<file path="src/rtl/wb_pkg.sv">
// Shared defaults for the writeback arbiter: requester count, data/address widths, grant-index width.
// Pure declarations, no logic; latency and backpressure are defined by the users of this package.
package wb_pkg;
    localparam int NREQ_DEF = 3;
    localparam int XLEN_DEF = 32;
    localparam int AW_DEF   = 5;

    // Width of a requester index; never less than one bit.
    function automatic int idx_w(input int n);
        return (n > 1) ? $clog2(n) : 1;
    endfunction

    localparam int GW_DEF = idx_w(NREQ_DEF);
endpackage

</file>
<file path="src/rtl/rr_pick.sv">
// Cyclic priority pick: first valid index at or after ptr, wrapping; one-hot grant plus its index.
// Purely combinational (zero latency); no backpressure of its own, the caller gates the result.
module rr_pick
    import wb_pkg::*;
#(
    parameter int NREQ = NREQ_DEF,
    parameter int GW   = idx_w(NREQ)
) (
    input  logic [NREQ-1:0] valid,
    input  logic [GW-1:0]   ptr,
    output logic [NREQ-1:0] grant,
    output logic [GW-1:0]   idx
);
    int   j;
    logic found;

    always_comb begin
        grant = '0;
        idx   = '0;
        found = 1'b0;
        j     = 0;
        for (int i = 0; i < NREQ; i++) begin
            // ptr is always below NREQ, so one subtraction is enough to wrap.
            j = int'(ptr) + i;
            if (j >= NREQ) begin
                j = j - NREQ;
            end
            if (!found && valid[j]) begin
                grant[j] = 1'b1;
                idx      = GW'(j);
                found    = 1'b1;
            end
        end
    end
endmodule

</file>
<file path="src/rtl/wb_arbiter.sv">
// Round-robin arbiter merging NREQ writeback requesters onto one registered register-file write port.
// One-cycle latency from accept to rf_we; rf_stall freezes the output stage and withholds all req_ready.
module wb_arbiter
    import wb_pkg::*;
#(
    parameter int NREQ = NREQ_DEF,
    parameter int XLEN = XLEN_DEF,
    parameter int AW   = AW_DEF,
    parameter int GW   = idx_w(NREQ)
) (
    input  logic                 clk,
    input  logic                 rst,
    input  logic [NREQ-1:0]      req_valid,
    input  logic [NREQ*AW-1:0]   req_rd,
    input  logic [NREQ*XLEN-1:0] req_data,
    output logic [NREQ-1:0]      req_ready,
    input  logic                 rf_stall,
    output logic                 rf_we,
    output logic [AW-1:0]        rf_waddr,
    output logic [XLEN-1:0]      rf_wdata,
    output logic [GW-1:0]        grant_id
);
    logic [GW-1:0]   ptr;
    logic [GW-1:0]   ptr_nxt;
    logic [GW-1:0]   pick_idx;
    logic [NREQ-1:0] pick_grant;
    logic            xfer;
    logic [AW-1:0]   sel_rd;
    logic [XLEN-1:0] sel_data;

    rr_pick #(
        .NREQ (NREQ),
        .GW   (GW)
    ) u_pick (
        .valid (req_valid),
        .ptr   (ptr),
        .grant (pick_grant),
        .idx   (pick_idx)
    );

    assign req_ready = (rst || rf_stall) ? '0 : pick_grant;
    assign xfer      = |req_ready;
    assign sel_rd    = req_rd[int'(pick_idx)*AW +: AW];
    assign sel_data  = req_data[int'(pick_idx)*XLEN +: XLEN];
    assign ptr_nxt   = (pick_idx == GW'(NREQ-1)) ? '0 : pick_idx + 1'b1;

    always_ff @(posedge clk) begin
        if (rst) begin
            ptr      <= '0;
            rf_we    <= 1'b0;
            rf_waddr <= '0;
            rf_wdata <= '0;
            grant_id <= '0;
        end else if (!rf_stall) begin
            if (xfer) begin
                // Writes to x0 are consumed but never reach the register file.
                rf_we    <= (sel_rd != '0);
                rf_waddr <= sel_rd;
                rf_wdata <= sel_data;
                grant_id <= pick_idx;
                ptr      <= ptr_nxt;
            end else begin
                rf_we    <= 1'b0;
            end
        end
    end
endmodule
</file>
<file path="config.mk">
export PLATFORM = sky130hd
export DESIGN_NAME = wb_arbiter
export DESIGN_NICKNAME = d
export VERILOG_FILES = /design/src/rtl/wb_pkg.sv /design/src/rtl/rr_pick.sv /design/src/rtl/wb_arbiter.sv
export SDC_FILE = /design/constraint.sdc
export NUM_CORES = 1
export LEC_CHECK = 0
export CAP_MARGIN = 20
export CORE_ASPECT_RATIO = 0.75
export CORE_MARGIN = 1.5
export CORE_UTILIZATION = 38
export DETAILED_ROUTE_END_ITERATION = 7
export PLACE_DENSITY = 0.91
export SYNTH_ARGS = -nofsm -noshare
export SYNTH_HDL_FRONTEND = slang
export SYNTH_SLANG_ARGS = --single-unit
</file>
<file path="constraint.sdc">
create_clock -name clk -period 3.19 [get_ports clk]
set_input_delay 0.4785 -clock clk [delete_from_list [all_inputs] [get_ports clk]]
set_output_delay 0.4785 -clock clk [all_outputs]
set_load 0.03 [all_outputs]
</file>
==> implementation parameters, run 1 <==
Parameter                              Value

Critical path
  Reg2Reg Launch Point    ptr[0]
  Worst-path maximum fanout    5
  Start-to-end type of the worst setup path    reg2out
  Terminus of the critical flop-to-flop path    rf_wdata[21]
  Required time of the critical path    2.71 ns
  Kind of launch point of the worst setup path    flip-flop
  Setup slack, reg-to-reg    0.31 ns
  Setup crit end kind    output pin
  Number of cells on the worst reg-to-reg path    10
  Arrival time of the worst setup path    2.53 ns

Timing
  Worst Max-Slew Pin Slew    0.622 ns
  Worst setup skew after layout    0.00425 ns
  Final critical delay including setup and external delays    3.01 ns
  Final period util    0.942
  Remaining max-slew budget at the tightest pin    0.584
  Number of max-slew violations in the final report    0
  RSZ-0062 raised after global routing    false
  PnR worst setup slack    0.184 ns
  Final setup violation count    0
  Worst hold slack after final layout    0.475 ns
  Maximum clock rate    333 MHz
  Number of hold violations in the final report    0

Hold path
  Hold path depth    2
  Worst Hold Launch    rf_waddr[1]
  Worst Hold Path EP    rf_waddr[1]
  Classification of the worst-slack hold path    reg2reg

Cells and area
  Core Util, Final    0.690
  Inserted Diodes    0
  Post-layout instance count excluding filler cells    538
  Area added between synthesis and finish    71.0%
  Layout cells sized above 1    0.0897
  Total number of nets in the final design    577

Floorplanning
  Core Box Area    0.00647 mm2
  Effective utilization at floorplan    0.404
  Row count    25
  Horizontal extent of the die    98.8 um
  Die height    74.8 um
  IO Count    160
  Total die area    0.00739 mm2

GRT
  Maximum number of pins on one net before global-route repair    66
  Global-route wire length before repair    12700 um
  Overflow after GRT    0
  Antenna violations before repair    0
  Number of global-route vias before repair    2766
  Overall fraction of global-route tracks in use    0.217

Logic synthesis
  Count of mapped cells out of synthesis    292
  Proportion of synthesized flip-flops having asynchronous set or reset    0
  Mux share of post-synthesis cell area    0.210
  Post-synthesis share of cell area spent on xor and xnor gates    0
  Synthesized-area fraction occupied by adder cells    0.0191
  Compound-Gate Fraction of Synth Area    0.252
  Simple-gate portion of the synthesized area    0.136
  Yosys Warn Count    0
  Mapped Area    0.00261 mm2
  Syn Nets    413
  Main combinational cell family by area after synthesis    compound AO/OA/AOI/OAI gates
  Post-synthesis register bit count    42
  Distinct cell type count of the synthesized netlist    39
  Number of enable flip-flop cells after synthesis    0
  Sequential element share of the synthesized area    0.322
  Mean Syn Cell Area    8.95 um2
  Top flip-flop cell by instance count after synthesis    sky130_fd_sc_hd__dfxtp_1

Placement
  Number of placed instances with taps included    527
  Routability cong.    0.889
  Number of I/O port buffers    159
  Half-perimeter wire length after detailed placement    6400 um
  Pre-CTS setup slack    -0.0935 ns

Clocking
  CTS tree    built
  Clock root cell    sky130_fd_sc_hd__clkbuf_8
  Hold buffers post-CTS    0
  Worst-skew pair later-pin latency    0.27 ns
  Clock slew at the register clock pins of the worst setup and hold paths    0.07 ns
  Clock Tree Buf Depth    2
  TritonCTS sink count    42
  H-tree depth reported by CTS    2
  Cts bufs inserted    5

Power
  Register share of total power    0.328
  Switching power share of the total    0.331
  Combinational share of power    0.466
  Switch Pwr    631 uW
  Share of power burned in the clock network    0.206
  Largest vdd supply drop    0.260 mV
  Leakage power figure    1.84 nW
  Internal cell power    1.27 mW
  Power density normalized to cell area    426 mW/mm2

Flow run
  # Max-Cap Violations    0

Status
  Violated checks    design-rule violations
  Status    complete, but fails checks

Detailed routing
  Iteration count of the initial detailed-routing pass    7
  Vias per cell    5.28
  Detailed router's first-iteration violation count    98
  Routed WL per cell    15.3 um
  Overall routed net length    8230 um
  Antenna-violating nets left    0
  Via count    2841
  Final routed DRC violation total    9
synthesized netlist by cell type, drive strengths merged (2+ instances only):
master	n	share of area
o21ai	36	0.069
nand2b	2	0.0048
a211oi	2	0.0096
a21boi	2	0.0057
nand3	7	0.018
inv	3	0.0043
dfxtp	42	0.32
clkbuf	11	0.016
nand2	35	0.050
nor3	4	0.0096
mux2i	48	0.19
nor2	16	0.023
and2	4	0.0096
ha	4	0.019
o21a	3	0.0086
a22o	32	0.11
buf	11	0.041
mux2	4	0.020
a2bb2oi	4	0.013
nand3b	4	0.011
a21oi	3	0.0057
nor2b	3	0.0072
a31oi	6	0.014
final cells by class:
| cell class | count | area, um2 |
|---|---|---|
| clock inverter | 1 | 30.0 |
| multi-input combinational | 226 | 1650 |
| clock buffer | 7 | 76.3 |
| tap | 81 | 101 |
| timing repair buffer | 178 | 1760 |
| fill | 501 | 2010 |
| inverter | 3 | 11.3 |
| sequential | 42 | 841 |
flip-flops by register name, summed over array words and instances (netlist names):
register  flops
rf_waddr      5
grant_id      2
rf_we         1
ptr           2
rf_wdata     32
timing repair:
action | CTS | global route
endpoints found under the setup margin | 10 | 22
cloned | 1 | 0
gates resized for setup | 3 | 6
setup buffers | 0 | 2
pin swaps | 1 | 1
critical path, stage by stage (launching register included):
cell	delay (ns)
sky130_fd_sc_hd__dfxtp_1	0.38
sky130_fd_sc_hd__inv_1	0.09
sky130_fd_sc_hd__ha_1	0.38
sky130_fd_sc_hd__mux2i_1	0.28
sky130_fd_sc_hd__o21a_1	0.21
sky130_fd_sc_hd__mux2i_1	0.12
sky130_fd_sc_hd__o21a_1	0.22
sky130_fd_sc_hd__nor3_1	0.16
sky130_fd_sc_hd__dlygate4sd2_1	0.43
cell families after synthesis:
kind of cell | after synthesis
buf+inv | 25
compound gates | 93
simple gates | 76
mux | 52
fa+ha+maj | 4
flops | 42
worst max-delay path by stage:
stage / startpoint / end / slack, ns / cells past startpoint
2_1_floorplan: ptr[0] / req_ready[2] / 0.57 / 8
3_3_place_gp: req_valid[1] / rf_wdata[2] / 0.12 / 9
3_5_place_dp: req_valid[1] / rf_wdata[6] / -0.09 / 9
4_1_cts: ptr[0] / req_ready[0] / 0.12 / 9
5_1_grt: ptr[0] / req_ready[2] / 0.06 / 8
6_report: ptr[0] / req_ready[2] / 0.18 / 8
routing by layer:
layer	part of all wire	GRT usage	up-vias
li1	-	-	1402
met1	0.41	0.251	1308
met2	0.49	0.404	123
met3	0.097	0.0622	8
met4	0.0062	0.0492	0
met5	0	0	-
cells in the final DEF, fill, tap and decap left out, types with 3 or more instances in the layout:
master                            count
sky130_fd_sc_hd__a22o_1              32
sky130_fd_sc_hd__nand2_1             35
sky130_fd_sc_hd__o21a_1               3
sky130_fd_sc_hd__inv_1                3
sky130_fd_sc_hd__clkdlybuf4s50_1    156
sky130_fd_sc_hd__nor3_1               3
sky130_fd_sc_hd__buf_12               3
sky130_fd_sc_hd__dfxtp_1             42
sky130_fd_sc_hd__a2bb2oi_1            4
sky130_fd_sc_hd__mux2i_1             46
sky130_fd_sc_hd__o21ai_0              3
sky130_fd_sc_hd__nor2b_1              3
sky130_fd_sc_hd__buf_4               16
sky130_fd_sc_hd__nor2_1              16
sky130_fd_sc_hd__o21ai_1             32
sky130_fd_sc_hd__nand3_1              6
sky130_fd_sc_hd__and2_1               4
sky130_fd_sc_hd__a31oi_1              6
sky130_fd_sc_hd__a21oi_1              3
sky130_fd_sc_hd__clkbuf_8             5
sky130_fd_sc_hd__ha_1                 4
sky130_fd_sc_hd__nand3b_1             4
metrics by stage:
stage | instance area [um2] | total power [mW] | setup TNS (ns)
2_1_floorplan | 2610 | 1.14 | 0
3_3_place_gp | 4340 | 1.49 | 0
3_5_place_dp | 4340 | 1.51 | -0.680
4_1_cts | 4460 | 1.91 | 0
5_1_grt | 4470 | 2.00 | 0
6_report | 4470 | 1.91 | 0
power groups by stage:
| stage | clock network, mW | registers [mW] | logic, mW |
|---|---|---|---|
| 3_3_place_gp | 0 | 0.634 | 0.856 |
| 4_1_cts | 0.404 | 0.625 | 0.884 |
| 6_report | 0.392 | 0.626 | 0.887 |
| 5_1_grt | 0.423 | 0.632 | 0.947 |
| 3_5_place_dp | 0 | 0.636 | 0.876 |
| 2_1_floorplan | 0 | 0.754 | 0.383 |
Note: power is estimated with default switching activity, not from simulation.
==> inputs of run 2 (changes only) <==
CORE_UTILIZATION = 40   (was 38)
DONT_BUFFER_PORTS = 1   (was not set)
PLACE_DENSITY = 0.63   (was 0.91)
clock period = 3.8 ns   (was 3.19 ns; I/O delays follow)
==> run 2 against run 1 <==
The run now ends clean. Sequential share of layout area increased by 12 points. Routed wire length decreased by 26%. Cell area decreased by 39%. Worst setup slack improved by 0.33 ns. Non-clock buffer count decreased by 172. Critical path depth increased by 1. Sequential power increased by 1%. Sequential cell count unchanged. Clock skew about the same. Clock power decreased by 24%.
==> implementation parameters, run 2 (same netlist as run 1, synthesis figures left out) <==
Parameter                              Value

Timing
  Number of max-slew violations in the final report    0
  Final setup violation count    0
  Final period util    0.865
  Worst hold slack after final layout    0.335 ns
  Worst setup skew after layout    0.00461 ns
  Number of hold violations in the final report    0
  Maximum clock rate    304 MHz
  Remaining max-slew budget at the tightest pin    0.397
  Final critical delay including setup and external delays    3.29 ns
  RSZ-0062 raised after global routing    false
  Final total negative setup slack    0 ns
  Worst Max-Slew Pin Slew    0.905 ns
  PnR worst setup slack    0.514 ns

Cells and area
  Regs by FF count    rf_wdata (32), rf_waddr (5)
  Post-layout instance count excluding filler cells    365
  Max reg flops    32
  Core Util, Final    0.431
  Most frequent cells in the layout    46 x sky130_fd_sc_hd__mux2i_1, 42 x sky130_fd_sc_hd__dfxtp_1, 35 x sky130_fd_sc_hd__nand2_1
  Area added between synthesis and finish    4.31%
  Inserted Diodes    0
  Biggest register    rf_wdata
  Area of all placed cells without fillers    0.00273 mm2
  Layout cells sized above 1    0.0951
  Total number of nets in the final design    404
  Most common library cell in the layout ignoring fill and taps    sky130_fd_sc_hd__mux2i_1

Floorplanning
  IO Count    160
  Die height    73.0 um
  Total die area    0.00703 mm2
  Effective utilization at floorplan    0.414
  Horizontal extent of the die    96.3 um
  Core Box Area    0.00632 mm2
  Row count    25

Clocking
  Clock root cell    sky130_fd_sc_hd__clkbuf_8
  H-tree depth reported by CTS    2
  PostCTS Resize Cnt    0
  Clock slew at the register clock pins of the worst setup and hold paths    0.08 ns
  Worst-skew pair later-pin latency    0.28 ns
  TritonCTS sink count    42
  Clock Tree Buf Depth    2
  Hold buffers post-CTS    0
  Cts bufs inserted    5
  CTS tree    built
  Setup repair bufs after CTS    0

GRT
  Overall fraction of global-route tracks in use    0.164
  M3 GR Usage    0.0594
  Number of global-route vias before repair    1824
  Busiest grt layer    met2
  Global-route wire length before repair    8790 um
  Antenna violations before repair    0
  GR Util met1    0.197
  Global routing usage on met2    0.282
  Maximum number of pins on one net before global-route repair    45
  Overflow after GRT    0

Critical path
  Worst-path maximum fanout    44
  Setup crit end kind    flip-flop
  List of cells traversed by the critical path    inv_1 > ha_1 > mux2_4 > mux2_2 > nand3_1 > a31oi_1 > o41a_2 > or2_0 > a21oi_1
  Required time of the critical path    4.02 ns
  Start-to-end type of the worst setup path    reg2reg
  Kind of launch point of the worst setup path    flip-flop
  Cell with the biggest individual delay on the critical path    sky130_fd_sc_hd__o41a_2
  Arrival time of the worst setup path    3.50 ns
  Crit path largest cell delay    0.87 ns

Detailed routing
  Final routed DRC violation total    0
  Iteration count of the initial detailed-routing pass    4
  Routed WL per cell    16.6 um
  Antenna-violating nets left    0
  Detailed router's first-iteration violation count    62
  Via count    2128
  Overall routed net length    6070 um
  Vias per cell    5.83

Status
  Status    completed

Power
  Leakage power figure    1.14 nW
  Largest vdd supply drop    0.205 mV
  Power density normalized to cell area    473 mW/mm2
  Post-route total power    1.29 mW

Placement
  Half-perimeter wire length after detailed placement    4580 um
  Number of I/O port buffers    0
  Routability cong.    0.882
  Pre-CTS setup slack    0.514 ns
  Number of placed instances with taps included    357
  Placed cell area    0.00263 mm2

Hold path
  Classification of the worst-slack hold path    in2reg

Flow run
  # Max-Cap Violations    0
run 2: layout make-up:
type / count / area [um2]
Inverter: 3 / 11.3
Clock buffer: 6 / 82.6
Tap cell: 81 / 101
Clock inverter: 2 / 12.5
Sequential cell: 42 / 841
Multi-Input combinational cell: 225 / 1630
Timing Repair Buffer: 6 / 45.0
Fill cell: 644 / 3590
run 2: critical path: cells and delay by family (launching register included):
family	cells	cell delay, ns
compound gates	3	1.12
fa+ha+maj	1	0.58
buf+inv	1	0.10
flops	1	0.34
mux	2	0.66
simple gates	2	0.43
run 2: final timing paths:
| check | start | slack, ns | cells past startpoint | to |
|---|---|---|---|---|
| worst max-delay path | ptr[0] | 0.51 | 9 | ptr[0] |
| worst min-delay path | rst | 0.33 | 1 | grant_id[0] |
| worst max register to register | ptr[0] | 0.51 | 9 | ptr[0] |
| worst min register to register | ptr[1] | 0.57 | 2 | ptr[1] |
run 2: power breakdown:
group          internal, mW  switching [mW]
logic                 0.162           0.194
registers             0.494           0.141
clock network         0.146           0.152
total                 0.803           0.487
run 2: metal layers:
layer	part of all wire	up-vias
met1	0.43	949
met5	0	-
met4	0.0031	0
met3	0.11	2
met2	0.46	126
li1	-	1051
==> inputs of run 3 (changes only) <==
CORE_ASPECT_RATIO = not set   (was 0.75)
PLACE_DENSITY = 0.65   (was 0.63)
clock period = 2.9 ns   (was 3.8 ns; I/O delays follow)
==> run 3 against run 2 <==
Register-to-register slack worse by 0.32 ns. Power increased by 38%. Critical path depth grew 1. Via count down 0.28%. Utilization increased by 2.1 points. Global-route usage hardly changed.
==> implementation parameters, run 3 (same netlist as run 1, synthesis figures left out) <==
Parameter                              Value

Floorplanning
  Total die area    0.00703 mm2
  IO Count    160
  Core Box Area    0.00631 mm2
  Row count    29
  Horizontal extent of the die    83.8 um
  Die height    83.8 um
  Effective utilization at floorplan    0.414

Detailed routing
  Antenna-violating nets left    0
  Routed WL per cell    16.3 um
  Overall routed net length    6030 um
  Vias per cell    5.74
  Iteration count of the initial detailed-routing pass    4
  Detailed router's first-iteration violation count    33
  Via count    2122
  Final routed DRC violation total    0

Critical path
  Buffers & Inverters on Critical Path    3
  Required time of the critical path    3.12 ns
  Terminus of the critical flop-to-flop path    ptr[0]
  Setup crit end kind    flip-flop
  Setup slack, reg-to-reg    0.19 ns
  Source of the critical timing path    ptr[0]
  Cell occurring most often along the worst timing path    sky130_fd_sc_hd__buf_4
  Number of cells on the worst reg-to-reg path    10
  Worst-path maximum fanout    23
  Crit path largest cell delay    0.52 ns
  Kind of launch point of the worst setup path    flip-flop
  List of cells traversed by the critical path    inv_1 > ha_2 > buf_4 > mux2_2 > nand3_1 > a31oi_2 > o41a_2 > buf_4 > or2_0 > a21oi_1
  Cell with the biggest individual delay on the critical path    sky130_fd_sc_hd__o41a_2
  CP top delay family    compound AO/OA/AOI/OAI gates
  Start-to-end type of the worst setup path    reg2reg
  Reg2Reg Launch Point    ptr[0]
  Arrival time of the worst setup path    2.93 ns

Flow run
  # Max-Cap Violations    0

Power
  Leakage power figure    1.21 nW
  Power density normalized to cell area    624 mW/mm2
  Largest vdd supply drop    0.280 mV

Timing
  Number of max-slew violations in the final report    0
  Remaining max-slew budget at the tightest pin    0.715
  Worst Max-Slew Pin Slew    0.427 ns
  Final critical delay including setup and external delays    2.71 ns
  Maximum clock rate    369 MHz
  Number of hold violations in the final report    0
  Worst setup skew after layout    0.00632 ns
  Final total negative setup slack    0 ns
  RSZ-0062 raised after global routing    false
  Final period util    0.934
  Final setup violation count    0

Clocking
  Clock slew at the register clock pins of the worst setup and hold paths    0.08 ns
  Hold buffers post-CTS    0
  Worst-skew pair later-pin latency    0.28 ns
  Clock root cell    sky130_fd_sc_hd__clkbuf_8
  Cts bufs inserted    5
  Clock Tree Buf Depth    2
  CTS tree    built
  TritonCTS sink count    42
  H-tree depth reported by CTS    2

Cells and area
  Final-layout fill cell count    605
  Regs by FF count    rf_wdata (32), rf_waddr (5)
  Total number of nets in the final design    413
  Sequential cell area    841 um2
  Area added between synthesis and finish    9.33%
  Biggest register    rf_wdata
  Layout cells sized above 1    0.133
  Inserted Diodes    0
  Max reg flops    32
  Most frequent cells in the layout    46 x sky130_fd_sc_hd__mux2i_1, 42 x sky130_fd_sc_hd__dfxtp_1, 35 x sky130_fd_sc_hd__nand2_1
  Most common library cell in the layout ignoring fill and taps    sky130_fd_sc_hd__mux2i_1
  Area occupied by multi-input gates    0.00164 mm2
  Core Util, Final    0.453

GRT
  Number of global-route vias before repair    2027
  Antenna violations before repair    0
  Overall fraction of global-route tracks in use    0.164
  Maximum number of pins on one net before global-route repair    66
  Global-route wire length before repair    9400 um
  Overflow after GRT    0

Placement
  Number of I/O port buffers    0
  Half-perimeter wire length after detailed placement    4720 um
  Routability cong.    0.939

Status
  Status    completed

Hold path
  Classification of the worst-slack hold path    in2reg
  Hold path depth    1
  Worst Hold Launch    rst
  Worst Hold Path EP    grant_id[1]
run 3: changes by cell type in the layout (fill, tap and decap cells not counted), sizes merged:
cell | before | now
clkinvlp | 1 | 0
buf | 6 | 15
clkbuf | 6 | 5
clkinv | 1 | 2
bufinv | 0 | 1
run 3: metal layers:
| layer | track usage | part of all wire |
|---|---|---|
| met3 | 0.0495 | 0.080 |
| met1 | 0.196 | 0.43 |
| met4 | 0.0462 | 0.0076 |
| met5 | 0 | 0 |
| met2 | 0.284 | 0.48 |
run 3: final cells by class:
| cell class | instances | share of cell area |
|---|---|---|
| Timing Repair Buffer | 15 | 0.0547 |
| Clock buffer | 5 | 0.0241 |
| Multi-Input combinational cell | 225 | 0.575 |
| Inverter | 3 | 0.00394 |
| Clock inverter | 3 | 0.0140 |
| Sequential cell | 42 | 0.294 |
| Tap cell | 77 | 0.0337 |
run 3: how the worst max path moves through the flow:
stage / depth (start not counted) / end
6_report: 10 / ptr[0]
5_1_grt: 10 / rf_wdata[7]
4_1_cts: 8 / req_ready[0]
3_5_place_dp: 10 / rf_wdata[11]
3_3_place_gp: 9 / rf_wdata[27]
2_1_floorplan: 8 / req_ready[2]
run 3: worst register-to-register path: stages (launching register included):
cell	delay (ns)
sky130_fd_sc_hd__dfxtp_1	0.36
sky130_fd_sc_hd__inv_1	0.08
sky130_fd_sc_hd__ha_2	0.38
sky130_fd_sc_hd__buf_4	0.14
sky130_fd_sc_hd__mux2_2	0.37
sky130_fd_sc_hd__nand3_1	0.11
sky130_fd_sc_hd__a31oi_2	0.14
sky130_fd_sc_hd__o41a_2	0.52
sky130_fd_sc_hd__buf_4	0.22
sky130_fd_sc_hd__or2_0	0.23
sky130_fd_sc_hd__a21oi_1	0.11
run 3: timing repair:
item	4_1_cts	5_1_grt
buffers inserted	0	1
hold endpoints to repair	0	0
setup endpoints to repair	0	35
resized for setup	0	8
run 3: power by group:
group          switching [mW]  internal (mW)
logic                   0.261          0.243
clock network           0.194          0.253
registers               0.185          0.647
run 3: through the flow:
stage | hold WS (ns) | std cells | power (mW) | setup slack, ns | area [um2]
2_1_floorplan | 0.514 | 292 | 1.25 | 0.321 | 2610
3_3_place_gp | 0.502 | 360 | 1.33 | -0.105 | 2690
5_1_grt | 0.184 | 370 | 1.89 | 0.0293 | 2860
3_5_place_dp | 0.506 | 361 | 1.34 | 0.0864 | 2710
6_report | 0.202 | 370 | 1.78 | 0.190 | 2860
4_1_cts | 0.193 | 369 | 1.79 | 0.0397 | 2820
